===== config.mk =====
export PLATFORM = sky130hd
export DESIGN_NAME = soc_boot_sequencer
export DESIGN_NICKNAME = d
export VERILOG_FILES = /design/src/rtl/soc_boot_sequencer.sv
export SDC_FILE = /design/constraint.sdc
export NUM_CORES = 1
export LEC_CHECK = 0
export BUFFER_PORTS_ARGS = -buffer_cell sky130_fd_sc_hd__buf_2
export CORE_MARGIN = 2
export CORE_UTILIZATION = 28
export DETAILED_ROUTE_END_ITERATION = 6
export GPL_TIMING_DRIVEN = 0
export MAX_ROUTING_LAYER = met4
export PLACE_DENSITY_LB_ADDON = 0.2
export SKIP_LAST_GASP = 1
export SLEW_MARGIN = 20
export SYNTH_ARGS = -nofsm -noshare
export SYNTH_HDL_FRONTEND = slang
export SYNTH_SLANG_ARGS = --single-unit

===== constraint.sdc =====
create_clock -name clk -period 2.05 [get_ports clk]
set_clock_uncertainty 0.1 [all_clocks]
set_input_delay 0.205 -clock clk [delete_from_list [all_inputs] [get_ports clk]]
set_output_delay 0.205 -clock clk [all_outputs]
set_load 0.005 [all_outputs]

===== src/rtl/soc_boot_sequencer.sv =====
// ============================================================================
// Module   : soc_boot_sequencer
// Purpose  : Reset stretcher and processor-enable sequencer for mor1k_16Soc,
//            with soft-reset request and debug run/halt control.
// Revision : 1.0 - initial release
// ============================================================================
`default_nettype none

module soc_boot_sequencer #(
    parameter int RST_CYCLES = 20,
    parameter int EN_DELAY   = 8,
    parameter int CNT_W      = 8
) (
    input  logic       clk,
    input  logic       reset,
    input  logic       soft_reset_req,
    input  logic       debug_halt,
    output logic       soc_reset,
    output logic       processors_en,
    output logic       seq_done,
    output logic [1:0] state_o
);

    typedef enum logic [1:0] {
        HOLD = 2'd0,
        WAIT = 2'd1,
        RUN  = 2'd2,
        HALT = 2'd3
    } state_t;

    localparam logic [CNT_W-1:0] C_RST_LAST = CNT_W'(RST_CYCLES - 1);
    localparam logic [CNT_W-1:0] C_EN_LAST  = CNT_W'(EN_DELAY - 1);

    state_t             state_q;
    logic [CNT_W-1:0]   cnt_q;
    logic               soc_reset_q;
    logic               proc_en_q;
    logic               seq_done_q;

    always_ff @(posedge clk or posedge reset) begin
        if (reset) begin
            state_q     <= HOLD;
            cnt_q       <= '0;
            soc_reset_q <= 1'b1;
            proc_en_q   <= 1'b0;
            seq_done_q  <= 1'b0;
        end else if (soft_reset_req) begin
            // Held request parks the FSM in HOLD with the count frozen at zero
            state_q     <= HOLD;
            cnt_q       <= '0;
            soc_reset_q <= 1'b1;
            proc_en_q   <= 1'b0;
            seq_done_q  <= 1'b0;
        end else begin
            case (state_q)
                HOLD: begin
                    if (cnt_q == C_RST_LAST) begin
                        state_q     <= WAIT;
                        cnt_q       <= '0;
                        soc_reset_q <= 1'b0;
                    end else begin
                        cnt_q <= cnt_q + 1'b1;
                    end
                end
                WAIT: begin
                    if (cnt_q == C_EN_LAST) begin
                        seq_done_q <= 1'b1;
                        state_q    <= debug_halt ? HALT : RUN;
                        proc_en_q  <= ~debug_halt;
                    end else begin
                        cnt_q <= cnt_q + 1'b1;
                    end
                end
                RUN: begin
                    if (debug_halt) begin
                        state_q   <= HALT;
                        proc_en_q <= 1'b0;
                    end
                end
                HALT: begin
                    // Cores are frozen here, never reset
                    if (!debug_halt) begin
                        state_q   <= RUN;
                        proc_en_q <= 1'b1;
                    end
                end
                default: state_q <= HOLD;
            endcase
        end
    end

    assign soc_reset     = soc_reset_q;
    assign processors_en = proc_en_q;
    assign seq_done      = seq_done_q;
    assign state_o       = state_q;

endmodule

`default_nettype wire

# Word level (Yosys, flattened, before mapping)
# Cells that the tools add are included.
# totals
in_bits,4
output_inout_bits,5
ff_bits,13
wordCells,51
# classes
reduce_logical,12
bitwise_logic,1
eq_ne,10
mux,22
add_sub_neg,1
# op_table
operator,n
two-way mux 8 bit,3
one-hot mux 8 bit (2 select lines),1
inequality test 3 bit (second input constant),5
two-way mux 1 bit,11
two-way mux 2 bit,5
adder 8 x 1 -> 8 bit (second input constant),1
== test 8 x 3 -> 1 bit (second input constant),1
== test 8 x 5 -> 1 bit (second input constant),1
one-hot mux 2 bit (4 select lines),1
AND reduction 4 bit,2
nonzero test 2 bit,4
AND reduction 2 bit,3
== test 2 bit (second input constant),2
nonzero test 4 bit,1
one-hot mux 1 bit (3 select lines),1
nonzero test 3 bit,1
== test 2 x 1 -> 1 bit (second input constant),1
zero test 2 bit,1
NOT 1 bit,1

# Logic depth before layout (Yosys ltp)
# logic_depth
ltp_word,4
depth_mapped,7

# Least setup slack after synthesis
# No wires, ideal clock.
# synth_path
path_kind,reg2reg
from,register state_q[1] (netlist: state_o[1])
to,register cnt_q[7]
arrival_time_ns,1.763
stages_incl_launch_ff,8
setup_ns,0.077
setup_slack_ns,0.110
cell_sequence,dfrtp_1 -> inv_1 -> ha_1 -> buf_2 -> or3_1 -> nand4_1 -> or4_1 -> a21oi_1
# synth_between
elab_chain_len,3
word_cells_on_any_way,7
cone_classes,eq/ne (2); mux (2); reduce/logical (3)
# synth_lines
element,line_no,text
from (decl),34,state_t state_q;
from (signal assigned),68,state_q <= debug_halt ? HALT : RUN;
== test 2 x 1 -> 1 bit / zero test 2 bit (equally long branches),55,case (state_q)
"one-hot mux 8 bit (2 select lines), or another cell as far along",55,
two-way mux 8 bit / AND reduction 2 bit (equally long branches),-,
to (signal assigned),62,cnt_q <= cnt_q + 1'b1;
to (signal assigned),71,cnt_q <= cnt_q + 1'b1;
to (decl),35,logic [CNT_W-1:0] cnt_q;
# Several ways; a longest one is shown, not always the timed one.
# A chain may end at the register's enable or synchronous reset.

# Worst setup path in the final report
# layout_path
from,register cnt_q[3]
to,register proc_en_q (netlist: processors_en)
# layout_between
elab_chain_len,3
# layout_lines
element,line_no,text
== test 8 x 3 -> 1 bit,66,if (cnt_q == C_EN_LAST) begin
inequality test 3 bit (no source line),-,
AND reduction 4 bit (no source line),-,
to (signal assigned),69,proc_en_q <= ~debug_halt;
to (decl),37,logic proc_en_q;
# Every way passes these cells.

==> results.txt <==
The final layout contains 119 nets. The worst pin sits at a relative slew slack of 64.4%. Period utilization: 96.6%. The part of the power in combinational logic is 39.9%, and the sum of negative setup slack is 0 ns.

CTS placed an instance of sky130_fd_sc_hd__clkbuf_4 at the clock tree root. The tools report the largest net degree at the start of global routing as 14. Clock net sink count: 13. The floorplan step defined a core boundary enclosing 3030 um^2.

The clock period minus final worst setup slack works out to 1.98 ns. The share of total power dissipated in sequential elements is 39.9%. By area, the combinational part of the netlist is dominated by simple AND/OR/NAND/NOR gates.

The logs give 0 for the global-route congestion overflow total and 769 for the via count of the first global-routing pass. In the final layout, the share of cells above drive strength 1 is 28.7%. The power density over the cells works out to 781 nW/um^2.

The count of buffers added on input and output ports is 8. The setup slack after placement came out at -0.113 ns. The worst setup path is launched from a register. The synthesized design contains 13 register bits. The mapped netlist covers 891 um^2.

The run gives 2 as the number of buffers on the longest clock path. Setup violations remaining at the end of the flow were counted as 0. For the starting density of the core, the log shows 29.4%. For the number of antenna violations at the first check in global routing, the log shows 0. Counting instances, the worst hold path has a depth of 4. The worst IR drop on VDD came out at 0.000333 V. Compared with the post-synthesis result, the final layout area differs by 19.4%. Element type at the critical path end: a register.

The logs give 0.505 GHz for the maximum achievable frequency and 152 for the final standard cell count with taps included and fillers excluded. After technology mapping, the gate count stands at 93. The run gives 13.1% as the overall routing resource usage. The die covers 3650 um^2. The detail route stage leaves a number of antenna-violating nets equal to 0. Including well taps, the total number of placed cells is 145.

After clock tree synthesis, the clock-pin slew on the worst setup and hold paths is 0.09 ns. The mean number of vias per cell is 5.07. The total length of routed wires is 2060 um, and the switching power of the nets is 323 uW. The Yosys step of the flow raised 0 warnings.

Count of final hold-check violations: 0. The classification of the worst-slack hold path is input pin to register. The synthesized netlist devotes 0% of its cell area to XOR and XNOR gates. The antenna diode count came out at 0. The run finished with clean final reports.

TritonCTS built the clock tree. The count of vias placed by the detailed router came out at 771. In this run the register-to-register setup slack is 0.07 ns. Summing the areas of all fa, ha and maj instances in the mapped netlist gives 8.43% of the synthesized area. The portion of synthesized area spent on multiplexers is 3.93%. Counting every net in the synthesized netlist gives 103.

The run gives 3 as the total CTS buffers. Of the total synthesized cell area, the portion taken by AND, OR, NAND and NOR gates is 24.2%. A synthesized cell averages 9.58 um^2.

The compound-gate portion of the synthesized area was 22.5%. For the fraction of power consumed by the clock network, the log shows 20.2%. Slew at the pin with the worst max-slew slack: 0.533 ns. The final-report max-slew violation count was 0.

Worst setup path category: register to register. 9 I/O pins were placed. Endpoint required time on the critical path: 2.13 ns. The logs give 4 for the detailed-router iteration count before antenna repair and 1420 um for the HPWL reported at the end of detailed placement. Number of unique standard cell types used by synthesis: 39. The final worst-path setup slack was 0.0688 ns; the die width was 60.4 um.

The top fanout value on the critical path was 8; the count of maximum capacitance violations was 0. The first global-routing pass estimated 3420 um of wire. Dividing the detail-routed wire length by the instance count gives 13.6 um.

Data arrives at the worst endpoint at 2.06 ns. After the first detailed-routing iteration, the DRC count stood at 22. The residual DRC count was 0; the internal portion of total power was 507 uW. Of the synthesized area, sequential elements account for 36.7%.

Counting cells, the worst reg-to-reg path comes to 4. The vertical die dimension works out to 60.4 um. At the end of routability-driven placement, the weighted congestion stood at 0.765.

The tools report the leakage power total as 0.000452 uW. After floorplanning, the core was divided into 20 placement rows. The switching part of the total power is 38.9%, and the clock latency on the worst-skew pair is 0.29 ns. The number of H-tree levels came out at 1.
critical path: stages, from the launching register on:
cell and delay [ns]:
sky130_fd_sc_hd__dfrtp_2 0.46, sky130_fd_sc_hd__or4_4 0.58, sky130_fd_sc_hd__o31ai_4 0.26, sky130_fd_sc_hd__o211ai_2 0.15, sky130_fd_sc_hd__mux2_4 0.31
layout by cell type, fill, tap and decap left out, types with 3 or more instances in the layout:
master and count:
sky130_fd_sc_hd__dfrtp_1 10, sky130_fd_sc_hd__buf_2 8, sky130_fd_sc_hd__nor2_1 6, sky130_fd_sc_hd__a21oi_1 5, sky130_fd_sc_hd__nand2_1 5, sky130_fd_sc_hd__nand3_1 5
sky130_fd_sc_hd__ha_1 5, sky130_fd_sc_hd__o31ai_1 4, sky130_fd_sc_hd__nand4_1 3, sky130_fd_sc_hd__inv_1 3, sky130_fd_sc_hd__o21ai_0 3, sky130_fd_sc_hd__clkbuf_4 3
power by group through the flow:
stage | logic, uW | registers, uW | clock network [uW]
5_1_grt | 367 | 337 | 189
2_1_floorplan | 235 | 327 | 0
3_5_place_dp | 305 | 335 | 0
3_3_place_gp | 304 | 336 | 0
6_report | 331 | 331 | 168
4_1_cts | 318 | 331 | 178
cell type report:
cell class / instances / area [um^2]
buffer: 3 / 26.3
clock buffer: 3 / 22.5
sequential: 13 / 329
inverter: 5 / 21.3
multi-input combinational: 72 / 539
clock inverter: 1 / 5.00
timing repair buffer: 11 / 65.1
fill: 326 / 1960
tap: 44 / 55.1
cells by family (layout without fill, tap and decap cells):
kind of cell / Yosys count / count (layout)
adders and majority gates: 6 / 6
AOI/OAI and AO/OA: 26 / 26
and+or+nand+nor: 37 / 37
DFF: 13 / 13
muxes: 3 / 3
buffers and inverters: 8 / 23
through the flow:
step / area [um^2] / utilization, % / hold slack (ns) / power [uW]
global route: 1060 / 35.1 / 0.223 / 893
detailed placement: 986 / 32.6 / 0.168 / 641
floorplan: 891 / - / -0.0188 / 563
global placement: 986 / 32.6 / 0.164 / 639
CTS: 1030 / 34.1 / 0.193 / 827
finish: 1060 / 35.1 / 0.201 / 830
registers in the layout (all words and copies together) (netlist names):
register / count
cnt_q: 8
processors_en: 1
seq_done: 1
soc_reset: 1
state_o: 2
layer usage:
| layer | GRT usage (%) | vias up | wire [um] |
|---|---|---|---|
| met5 | - | - | 0 |
| li1 | - | 386 | - |
| met3 | 3.84 | 5 | 78 |
| met2 | 19.3 | 12 | 979 |
| met4 | 6.35 | 0 | 27 |
| met1 | 16.5 | 368 | 977 |
cells in the mapped netlist:
cell | number | area share (%)
sky130_fd_sc_hd__dfrtp_1 | 12 | 34
sky130_fd_sc_hd__ha_1 | 6 | 8.4
sky130_fd_sc_hd__nor2_1 | 6 | 2.5
sky130_fd_sc_hd__a21oi_1 | 5 | 2.8
sky130_fd_sc_hd__inv_1 | 5 | 2.1
sky130_fd_sc_hd__nand2_1 | 5 | 2.1
sky130_fd_sc_hd__nand3_1 | 5 | 2.8
sky130_fd_sc_hd__o21ai_0 | 4 | 2.2
sky130_fd_sc_hd__o31ai_1 | 4 | 3.4
sky130_fd_sc_hd__nand4_1 | 3 | 2.1
sky130_fd_sc_hd__a211oi_1 | 2 | 1.7
sky130_fd_sc_hd__a21o_1 | 2 | 1.7
sky130_fd_sc_hd__mux2i_1 | 2 | 2.2
sky130_fd_sc_hd__nand2b_1 | 2 | 1.4
sky130_fd_sc_hd__nor2b_1 | 2 | 1.4
sky130_fd_sc_hd__nor3_1 | 2 | 1.1
sky130_fd_sc_hd__nor4_1 | 2 | 1.4
sky130_fd_sc_hd__o2111ai_1 | 2 | 2.0
sky130_fd_sc_hd__or4_1 | 2 | 1.7
sky130_fd_sc_hd__a221oi_2 | 1 | 1.7
sky130_fd_sc_hd__a31oi_1 | 1 | 0.70
sky130_fd_sc_hd__and3_2 | 1 | 0.84
sky130_fd_sc_hd__and3b_1 | 1 | 0.98
sky130_fd_sc_hd__and4b_1 | 1 | 1.1
sky130_fd_sc_hd__buf_2 | 1 | 0.56
sky130_fd_sc_hd__buf_6 | 1 | 1.3
sky130_fd_sc_hd__clkbuf_1 | 1 | 0.42
sky130_fd_sc_hd__dfstp_2 | 1 | 2.9
sky130_fd_sc_hd__mux2_4 | 1 | 1.7
sky130_fd_sc_hd__nand3b_1 | 1 | 0.84
sky130_fd_sc_hd__nand4b_1 | 1 | 0.98
sky130_fd_sc_hd__o211ai_1 | 1 | 0.84
sky130_fd_sc_hd__o211ai_2 | 1 | 1.4
sky130_fd_sc_hd__o22ai_1 | 1 | 0.70
sky130_fd_sc_hd__o31ai_4 | 1 | 2.4
sky130_fd_sc_hd__o41ai_1 | 1 | 0.98
sky130_fd_sc_hd__or3_1 | 1 | 0.70
sky130_fd_sc_hd__or3_2 | 1 | 0.84
sky130_fd_sc_hd__or4_4 | 1 | 1.3
worst paths after layout:
kind                                             endpoint                 start
worst min-delay path                 cnt_q[6]$_DFFE_PP0P_        soft_reset_req
max in group asynchronous          state_o[1]$_DFFE_PP0P_                 reset
worst max register to register  processors_en$_DFFE_PP0P_  cnt_q[3]$_DFFE_PP0P_
worst max-delay path            processors_en$_DFFE_PP0P_  cnt_q[3]$_DFFE_PP0P_
worst min register to register       seq_done$_DFFE_PP0P_  seq_done$_DFFE_PP0P_
min in group asynchronous            cnt_q[6]$_DFFE_PP0P_                 reset
what timing repair did:
action | in CTS | in global routing
setup endpoints to repair | 3 | 10
pin swaps | 0 | 2
gates resized for setup | 2 | 9
buffers inserted | 1 | 1
hold buffers | 1 | 0
endpoints found under the hold margin | 12 | 0
(Power assumes the default switching activity.)
